**src/rtl/sprite_overlay_pkg.sv**
```systemverilog
// Shared types, sprite bitmap and helpers for the sprite overlay layer.
// SPRITE_OVERLAY_SHADOW_EN in the top enables the drop shadow.
package sprite_overlay_pkg;

  localparam int SPR_SIZE   = 16;
  localparam int SHADOW_OFS = 2;

  typedef logic [23:0] rgb_t;
  typedef logic [15:0] sprite_row_t;

  typedef enum logic {
    DIR_POS,
    DIR_NEG
  } dir_t;

  // Row 0 is the top line; bit 15 is the leftmost pixel.
  localparam sprite_row_t SPRITE_BITMAP [SPR_SIZE] = '{
    16'h8001, 16'h07E0, 16'h1FF8, 16'h3FFC,
    16'h7E7E, 16'h7C3E, 16'hF81F, 16'hF00F,
    16'hF00F, 16'hF81F, 16'h7C3E, 16'h7E7E,
    16'h3FFC, 16'h1FF8, 16'h07E0, 16'h8001
  };

  function automatic rgb_t half_rgb(input rgb_t c);
    return {1'b0, c[23:17], 1'b0, c[15:9], 1'b0, c[7:1]};
  endfunction

endpackage

```
**src/rtl/sprite_overlay_raster.sv**
```systemverilog
// Free-running raster counter: x wraps at WIDTH-1, then y steps.
// last_pixel flags the final pixel of each frame.
module raster_counter #(
  parameter int WIDTH  = 400,
  parameter int HEIGHT = 512
) (
  input  logic                      clk,
  input  logic                      rst_n,
  output logic [$clog2(WIDTH)-1:0]  x,
  output logic [$clog2(HEIGHT)-1:0] y,
  output logic                      last_pixel
);

  localparam int XW = $clog2(WIDTH);
  localparam int YW = $clog2(HEIGHT);

  logic x_last;
  logic y_last;

  assign x_last     = (x == XW'(WIDTH - 1));
  assign y_last     = (y == YW'(HEIGHT - 1));
  assign last_pixel = x_last && y_last;

  always_ff @(posedge clk or negedge rst_n) begin
    if (!rst_n) begin
      x <= '0;
      y <= '0;
    end else if (x_last) begin
      x <= '0;
      y <= y_last ? '0 : y + 1'b1;
    end else begin
      x <= x + 1'b1;
    end
  end

endmodule

```
**src/rtl/sprite_overlay.sv**
```systemverilog
// Composites a bouncing 16x16 1bpp sprite over the starfield stream.
// Define SPRITE_OVERLAY_SHADOW_EN for a (+2,+2) half-brightness shadow.
module sprite_overlay
  import sprite_overlay_pkg::*;
#(
  parameter int   WIDTH   = 400,
  parameter int   HEIGHT  = 512,
  parameter int   SPEED   = 2,
  parameter int   INIT_X  = 0,
  parameter int   INIT_Y  = 0,
  parameter rgb_t SPR_RGB = 24'hFFC000
) (
  input  logic        pixel_clock,
  input  logic        reset_n,
  input  logic [23:0] bg_rgb,
  input  logic        motion_en,
  output logic [23:0] pixel_rgb,
  output logic        sprite_hit,
  output logic        frame_end
);

  localparam int XW  = $clog2(WIDTH);
  localparam int YW  = $clog2(HEIGHT);
  localparam int XW1 = XW + 1;
  localparam int YW1 = YW + 1;

  localparam logic [XW:0] X_LIM = XW1'(WIDTH - SPR_SIZE);
  localparam logic [YW:0] Y_LIM = YW1'(HEIGHT - SPR_SIZE);
  localparam logic [XW:0] X_SPD = XW1'(SPEED);
  localparam logic [YW:0] Y_SPD = YW1'(SPEED);

  logic [XW-1:0] x;
  logic [YW-1:0] y;
  logic          last_pixel;

  raster_counter #(
    .WIDTH  (WIDTH),
    .HEIGHT (HEIGHT)
  ) u_raster (
    .clk        (pixel_clock),
    .rst_n      (reset_n),
    .x          (x),
    .y          (y),
    .last_pixel (last_pixel)
  );

  logic [XW-1:0] pos_x, nxt_x;
  logic [YW-1:0] pos_y, nxt_y;
  dir_t          dir_x, nxt_dx;
  dir_t          dir_y, nxt_dy;

  // One guard bit keeps left/above-the-sprite offsets well out of range.
  logic [XW:0] rx;
  logic [YW:0] ry;
  logic        in_box;
  logic        fg;
  rgb_t        pix_next;

  assign rx     = {1'b0, x} - {1'b0, pos_x};
  assign ry     = {1'b0, y} - {1'b0, pos_y};
  assign in_box = (rx < XW1'(SPR_SIZE)) && (ry < YW1'(SPR_SIZE));
  assign fg     = in_box && SPRITE_BITMAP[ry[3:0]][4'd15 - rx[3:0]];

`ifdef SPRITE_OVERLAY_SHADOW_EN
  logic [XW:0] sx;
  logic [YW:0] sy;
  logic        sh_box;
  logic        shadow;

  assign sx     = rx - XW1'(SHADOW_OFS);
  assign sy     = ry - YW1'(SHADOW_OFS);
  assign sh_box = (sx < XW1'(SPR_SIZE)) && (sy < YW1'(SPR_SIZE));
  assign shadow = !fg && sh_box
                && SPRITE_BITMAP[sy[3:0]][4'd15 - sx[3:0]];

  always_comb begin
    pix_next = bg_rgb;
    unique case (1'b1)
      fg:      pix_next = SPR_RGB;
      shadow:  pix_next = half_rgb(bg_rgb);
      default: pix_next = bg_rgb;
    endcase
  end
`else
  assign pix_next = fg ? SPR_RGB : bg_rgb;
`endif

  always_ff @(posedge pixel_clock or negedge reset_n) begin
    if (!reset_n) begin
      pixel_rgb  <= '0;
      sprite_hit <= 1'b0;
      frame_end  <= 1'b0;
    end else begin
      pixel_rgb  <= pix_next;
      sprite_hit <= fg;
      frame_end  <= last_pixel;
    end
  end

  logic [XW:0] x_sum;
  logic [YW:0] y_sum;

  assign x_sum = {1'b0, pos_x} + X_SPD;
  assign y_sum = {1'b0, pos_y} + Y_SPD;

  // Position only moves on the last pixel so the next frame starts clean.
  always_comb begin
    nxt_x  = pos_x;
    nxt_y  = pos_y;
    nxt_dx = dir_x;
    nxt_dy = dir_y;
    if (last_pixel && motion_en) begin
      case (dir_x)
        DIR_POS: begin
          if (x_sum >= X_LIM) begin
            nxt_x  = X_LIM[XW-1:0];
            nxt_dx = DIR_NEG;
          end else begin
            nxt_x = x_sum[XW-1:0];
          end
        end
        default: begin
          if ({1'b0, pos_x} <= X_SPD) begin
            nxt_x  = '0;
            nxt_dx = DIR_POS;
          end else begin
            nxt_x = pos_x - X_SPD[XW-1:0];
          end
        end
      endcase
      case (dir_y)
        DIR_POS: begin
          if (y_sum >= Y_LIM) begin
            nxt_y  = Y_LIM[YW-1:0];
            nxt_dy = DIR_NEG;
          end else begin
            nxt_y = y_sum[YW-1:0];
          end
        end
        default: begin
          if ({1'b0, pos_y} <= Y_SPD) begin
            nxt_y  = '0;
            nxt_dy = DIR_POS;
          end else begin
            nxt_y = pos_y - Y_SPD[YW-1:0];
          end
        end
      endcase
    end
  end

  always_ff @(posedge pixel_clock or negedge reset_n) begin
    if (!reset_n) begin
      pos_x <= XW'(INIT_X);
      pos_y <= YW'(INIT_Y);
      dir_x <= DIR_POS;
      dir_y <= DIR_POS;
    end else begin
      pos_x <= nxt_x;
      pos_y <= nxt_y;
      dir_x <= nxt_dx;
      dir_y <= nxt_dy;
    end
  end

endmodule

```
**config.mk**
```make
export PLATFORM = sky130hd
export DESIGN_NAME = sprite_overlay
export DESIGN_NICKNAME = d
export VERILOG_FILES = /design/src/rtl/sprite_overlay_pkg.sv /design/src/rtl/sprite_overlay_raster.sv /design/src/rtl/sprite_overlay.sv
export SDC_FILE = /design/constraint.sdc
export NUM_CORES = 1
export LEC_CHECK = 0
export ABC_AREA = 1
export BUFFER_PORTS_ARGS = -buffer_cell sky130_fd_sc_hd__buf_2
export CAP_MARGIN = 20
export CELL_PAD_IN_SITES_DETAIL_PLACEMENT = 0
export CELL_PAD_IN_SITES_GLOBAL_PLACEMENT = 2
export CORE_UTILIZATION = 28
export DETAILED_ROUTE_END_ITERATION = 10
export GPL_TIMING_DRIVEN = 0
export PLACE_DENSITY = 0.66
export SLEW_MARGIN = 10
export SYNTH_ARGS = -nofsm -noshare
export SYNTH_HDL_FRONTEND = slang
export SYNTH_SLANG_ARGS = --single-unit
```
**constraint.sdc**
```tcl
create_clock -name pixel_clock -period 3.2 [get_ports pixel_clock]
set_clock_uncertainty 0.05 [all_clocks]
set_input_delay 0.32 -clock pixel_clock [delete_from_list [all_inputs] [get_ports pixel_clock]]
set_output_delay 0.32 -clock pixel_clock [all_outputs]
set_load 0.01 [all_outputs]
```
# Word level (Yosys, flattened, before mapping)
# Memory sizes are Yosys's and may differ from the RTL's.
# Cells that the tools add are included.
# Widths: inputs -> output; s select.
[classes]
shifts = 0
div = 0
n_mul = 0
n_addsub = 9
n_eq_ne = 2
n_reduce_logical = 4
n_lt_le_gt_ge = 8
bitwise_logic = 1
muxes = 19
[op_table]
columns = ["op", "count"]
rows = [
  ["$mux 9", 8],
  ["$mux 16", 2],
  ["$mux 24", 1],
  ["$add 9x2->10 const B", 2],
  ["$ge 10x9->1 const B", 2],
  ["$lt 10x5->1 const B", 2],
  ["$sub 9x9->10", 2],
  ["$add 9x1->9 const B", 2],
  ["$eq 9x9->1 const B", 2],
  ["$le 9x2->1 const B", 2],
  ["$sub 9x2->9 const B", 2],
  ["$mux 1", 7],
  ["$ge 5x5->1 const B", 1],
  ["$lt 4x5->1 const B", 1],
  ["$not 4->5", 1],
  ["$bmux 1 s4", 1],
  ["$logic_and 1x1->1", 4],
  ["$sub 4x4->4 const A", 1],
]
[totals]
latchBits = 0
elab_cells = 53
n_memories = 1
regBits = 64
rom_bits = 256
out_inout_bits = 26
ram_bits = 0
input_bits = 27
[mem_list]
columns = ["name", "words", "word_bits", "read_ports", "rd_clocked_by_memory_dff", "write_ports", "line", "text"]
rows = [
  ["(no name shown)", 16, 16, 1, 0, 0, "sprite_overlay.sv:62", "assign fg = in_box && SPRITE_BITMAP[ry[3:0]][4'd15 - rx[3:0]];"],
]

# Logic depth before layout (Yosys ltp)
[depth]
ltp_word = 9
ltp_mapped = 18
depth_no_buf = 17

# By module
# A second synthesis with hierarchy kept.
[unflattened]
hier_cells = 649
area_unflattened_um2 = 4551.9
[modules_own_cells]
columns = ["module", "cells_per_inst", "seq_area_each_um2", "area_per_inst_um2", "n_inst"]
rows = [
  ["sprite_overlay", 523, 1101.1, 3533.4, 1],
  ["raster_counter", 126, 450.4, 1018.5, 1],
]

# Worst setup path before layout
# No wires, ideal clock.
[synth_timing]
kind = "register to register"
startpoint = "register pos_y[1]"
endpoint = "register pixel_rgb[5]"
setup_slack_ns = 0.875
required_ns = 3.039
n_path_buf = 1
setup_ns = 0.111
t_arrival_ns = 2.164
path_stages_with_launch = 18
path_cell_list = "dfrtp_1 inv_1 fa_1 nor2_1 inv_1 nand2_2 nand2_1 nand2_2 nand2_1 nand2_1 nand2_1 nand2_1 nand3_2 nand3_2 nand3_4 buf_12 nand2_2 inv_2"
[synth_via]
elab_chain_cells = 9
[synth_rtl]
columns = ["item", "line", "text"]
rows = [
  ["from (decl)", "sprite_overlay.sv:48", "logic [YW-1:0] pos_y, nxt_y;"],
  ["from (signal assigned)", "sprite_overlay.sv:155", "pos_y <= YW'(INIT_Y);"],
  ["from (signal assigned)", "sprite_overlay.sv:160", "pos_y <= nxt_y;"],
  ["$sub 9x9->10 *", "sprite_overlay.sv:60", "assign ry = {1'b0, y} - {1'b0, pos_y};"],
  ["$not 4->5 (not written as such)", "sprite_overlay.sv:62", ""],
  ["$mem_v2 16x16", "-", ""],
  ["$mux 16 (not written as such) (2 in a row)", "sprite_overlay.sv:62", ""],
  ["$bmux 1 s4", "sprite_overlay.sv:62", ""],
  ["$mux 1 (not written as such)", "sprite_overlay.sv:62", ""],
  ["$logic_and 1x1->1 *", "sprite_overlay.sv:62", ""],
  ["$mux 24 *", "sprite_overlay.sv:85", "assign pix_next = fg ? SPR_RGB : bg_rgb;"],
  ["named net pix_next[5]", "sprite_overlay.sv:57", "rgb_t pix_next;"],
  ["to (signal assigned)", "sprite_overlay.sv:94", "pixel_rgb <= pix_next;"],
  ["to (decl)", "sprite_overlay.sv:17", "output logic [23:0] pixel_rgb,"],
]
# The timed path passes the listed nets; every way through them passes the cells marked *. The select of a mux whose other input is x is not followed.
# A chain may end at the register's enable or synchronous reset.

# Final worst setup path
[layout_timing]
startpoint = "register pos_y[1]"
endpoint = "register pixel_rgb[9]"
# Same word-level chain as after synthesis.

==> flow_summary.ini <==
[detailed_routing]
vias = 3997
ant_nets = 0
drc = 0
dr.pass1.iters = 4
viasPerCell = 4.48
drt-initial-drc-count = 173
wl_um = 11500
wl_per_cell_um = 12.9

[timing]
timing.final.crit_share = 0.865
fmax_mhz = 361
setup_tns_ns = 0
max_slew_margin = 0.660
finalHoldViolations = 0
fin_crit_ns = 2.77
hold_slack_ns = 0.116
finalSetupViolations = 0
rsz0062_at_grt = false
maxSlewViolCount = 0
tightest_slew_ns = 0.510

[hold_path]
min_path_cells = 3
min_from = bg_rgb[20]
min_delay_worst_endpoint = pixel_rgb[20]$_DFF_PN0_
min_path_type = in2reg

[cells_and_area]
final_common_cell = nand2_1
final_cells = 892
area_delta_synth_final_pct = 20.9
nets = 730
layout-drive-gt1-share = 0.166
antenna_cells = 0
final_cell_mix = 139 x nand2_1, 98 x inv_1, 63 x nand3_1, 62 x dfrtp_1, 56 x buf_2

[setup_path]
critPathCaptureType = flip-flop
path_class = reg2reg
worst_setup_path_start_kind = flip-flop
rrSetupSlack_ns = 0.43
arrival_ns = 2.95
rr_worst_depth = 15
crit_fanout = 10
cp.required_ns = 3.38
reg2reg_to = pixel_rgb[9]$_DFF_PN0_
r2r-start = pos_y[1]$_DFFE_PN0P_

[power_and_ir_drop]
power.density_nw_per_um2 = 394
p_leak_nw = 2.94
ir_drop_mv = 0.288

[global_routing]
grt_pass1_vias = 3943
grt_max_degree = 50
grt.total_usage = 0.152
grt_pass1_wl_um = 19400
antenna_found_initial = 0
overflow = 0

[logic_synthesis]
synth_ff_type = dfrtp_1
synth_edf_count = 0
synth_cell_types = 41
netlist_area_um2 = 4470
ys_seq_area_frac = 0.347
synthCells = 611
synth-seq-cells = 62
ys_async_sr_fraction = 1.00
synth_area_per_cell_um2 = 7.31
syn_nets = 665
yosysWarnings = 0

[clock_network]
htree_num_levels = 3
cts_setup_buffers = 0
cts_made_buffers = 9
ctsLongestPathBuffers = 2
clockRootBuffer = clkbuf_16
cts_tree = yes
clk_pin_slew_worst_paths_ns = 0.06
clock_sinks = 62
worst_skew_pair.late_latency_ns = 0.34

[floorplan]
start_util = 0.291
die-area_um2 = 16500
io-pin-count = 53
core_area_um2 = 15400
fp-row-count = 45
die_w_um = 128
dieHeight_um = 128

[placement]
dpl.hpwl_um = 9000
io_buffers = 52
gp_congestion = 0.774
dpl.cell_count = 875

[run_status]
status = complete, no violations

[run]
drv_cap = 0
-- per-layer routing --
metal / global-route usage / up-vias / wire length, um / share of wire
met5: 0 / - / 0 / 0
met4: 0.0651 / 0 / 241 / 0.021
li1: - / 2088 / - / -
met3: 0.0266 / 16 / 378 / 0.033
met1: 0.198 / 1818 / 5630 / 0.49
met2: 0.248 / 75 / 5230 / 0.46
-- cell type report --
type	count	area [um^2]
Inverter	103	387
Fill cell	1641	9970
Buffer	9	67.6
Tap cell	211	264
Multi-Input combinational cell	437	2460
Timing Repair Buffer	54	300
Clock inverter	6	133
Clock buffer	10	239
Sequential cell	62	1550
-- registers in the layout (all words and copies together) (netlist names) --
name	count
frame_end	1
pos_x	8
dir_y	1
sprite_hit	1
pos_y	8
pixel_rgb	24
dir_x	1
u_raster.y	9
u_raster.x	9
-- logic make-up (layout without fill, tap and decap cells) --
kind of cell / Yosys count / count (layout) / share of synthesized area
simple gates: 308 / 308 / 0.323
xor+xnor: 27 / 27 / 0.0529
fa+ha+maj: 27 / 27 / 0.0789
compound gates: 73 / 73 / 0.0943
buf+inv: 112 / 182 / 0.102
other cells: 2 / 2 / 0.00168
flops: 62 / 62 / 0.347
-- worst max-delay path, cell delays in order (launching register included) --
cell and delay, ns:
dfrtp_1 0.42, inv_1 0.28, fa_1 0.51, nor2_1 0.22
inv_1 0.09, nand2_2 0.08, nand2_1 0.09, nand2_2 0.11
nand3_2 0.08, nand3_1 0.08, nand3_1 0.10, nand3_2 0.12
nand3_4 0.15, buf_12 0.19, nand2_2 0.06, inv_2 0.03
-- metrics by stage --
step / total power [mW] / setup slack (ns) / instance area [um^2] / util
after global routing: 2.21 / 0.193 / 5410 / 0.352
after global placement: 0.912 / 0.407 / 4990 / 0.325
after detailed placement: 0.916 / 0.407 / 5020 / 0.327
after CTS: 2.17 / 0.389 / 5410 / 0.352
after floorplan: 0.857 / 0.875 / 4470 / -
final: 2.13 / 0.431 / 5410 / 0.352
-- how the worst max path moves through the flow --
stage | start | end | cells after the start
global placement | pos_y[1]$_DFFE_PN0P_ | pixel_rgb[8]$_DFF_PN0_ | 17
finish | pos_y[1]$_DFFE_PN0P_ | pixel_rgb[9]$_DFF_PN0_ | 15
CTS | pos_y[1]$_DFFE_PN0P_ | pixel_rgb[9]$_DFF_PN0_ | 15
floorplan | pos_y[1]$_DFFE_PN0P_ | pixel_rgb[5]$_DFF_PN0_ | 17
global route | pos_y[1]$_DFFE_PN0P_ | pixel_rgb[9]$_DFF_PN0_ | 17
detailed placement | pos_y[1]$_DFFE_PN0P_ | pixel_rgb[9]$_DFF_PN0_ | 15
-- power by group --
group / switching (mW) / total [mW] / internal [mW]
Clock: 0.369 / 1.23 / 0.859
Sequential: 0.00359 / 0.803 / 0.800
Combinational: 0.0565 / 0.0972 / 0.0407
Total: 0.430 / 2.13 / 1.70
-- cells in the mapped netlist (2+ instances only) --
library cell | number | area (um^2)
nand2_4 | 3 | 33.8
nor2_1 | 46 | 173
a22oi_1 | 7 | 52.6
nand3_1 | 63 | 315
o211ai_1 | 5 | 37.5
o21ai_0 | 25 | 125
xor2_1 | 26 | 228
ha_1 | 25 | 313
o21a_1 | 3 | 22.5
a21oi_1 | 27 | 135
nand3b_1 | 2 | 15.0
inv_1 | 98 | 368
nand2_2 | 15 | 93.8
nand3_2 | 8 | 80.1
and2_1 | 2 | 12.5
conb_1 | 2 | 7.51
dfrtp_1 | 62 | 1550
nor3_1 | 12 | 60.1
nor3b_1 | 4 | 30.0
nand2_1 | 139 | 522
inv_2 | 4 | 15.0
or2_2 | 2 | 12.5
fa_1 | 2 | 40.0
nand4_1 | 6 | 37.5
o2111ai_1 | 3 | 26.3
buf_2 | 5 | 25.0
-- timing repair --
item | 4_1_cts | 5_1_grt
endpoints found under the hold margin | 13 | 0
hold buffers | 1 | 0
resized for setup | 0 | 0
Power figures use the tool's default switching activity.
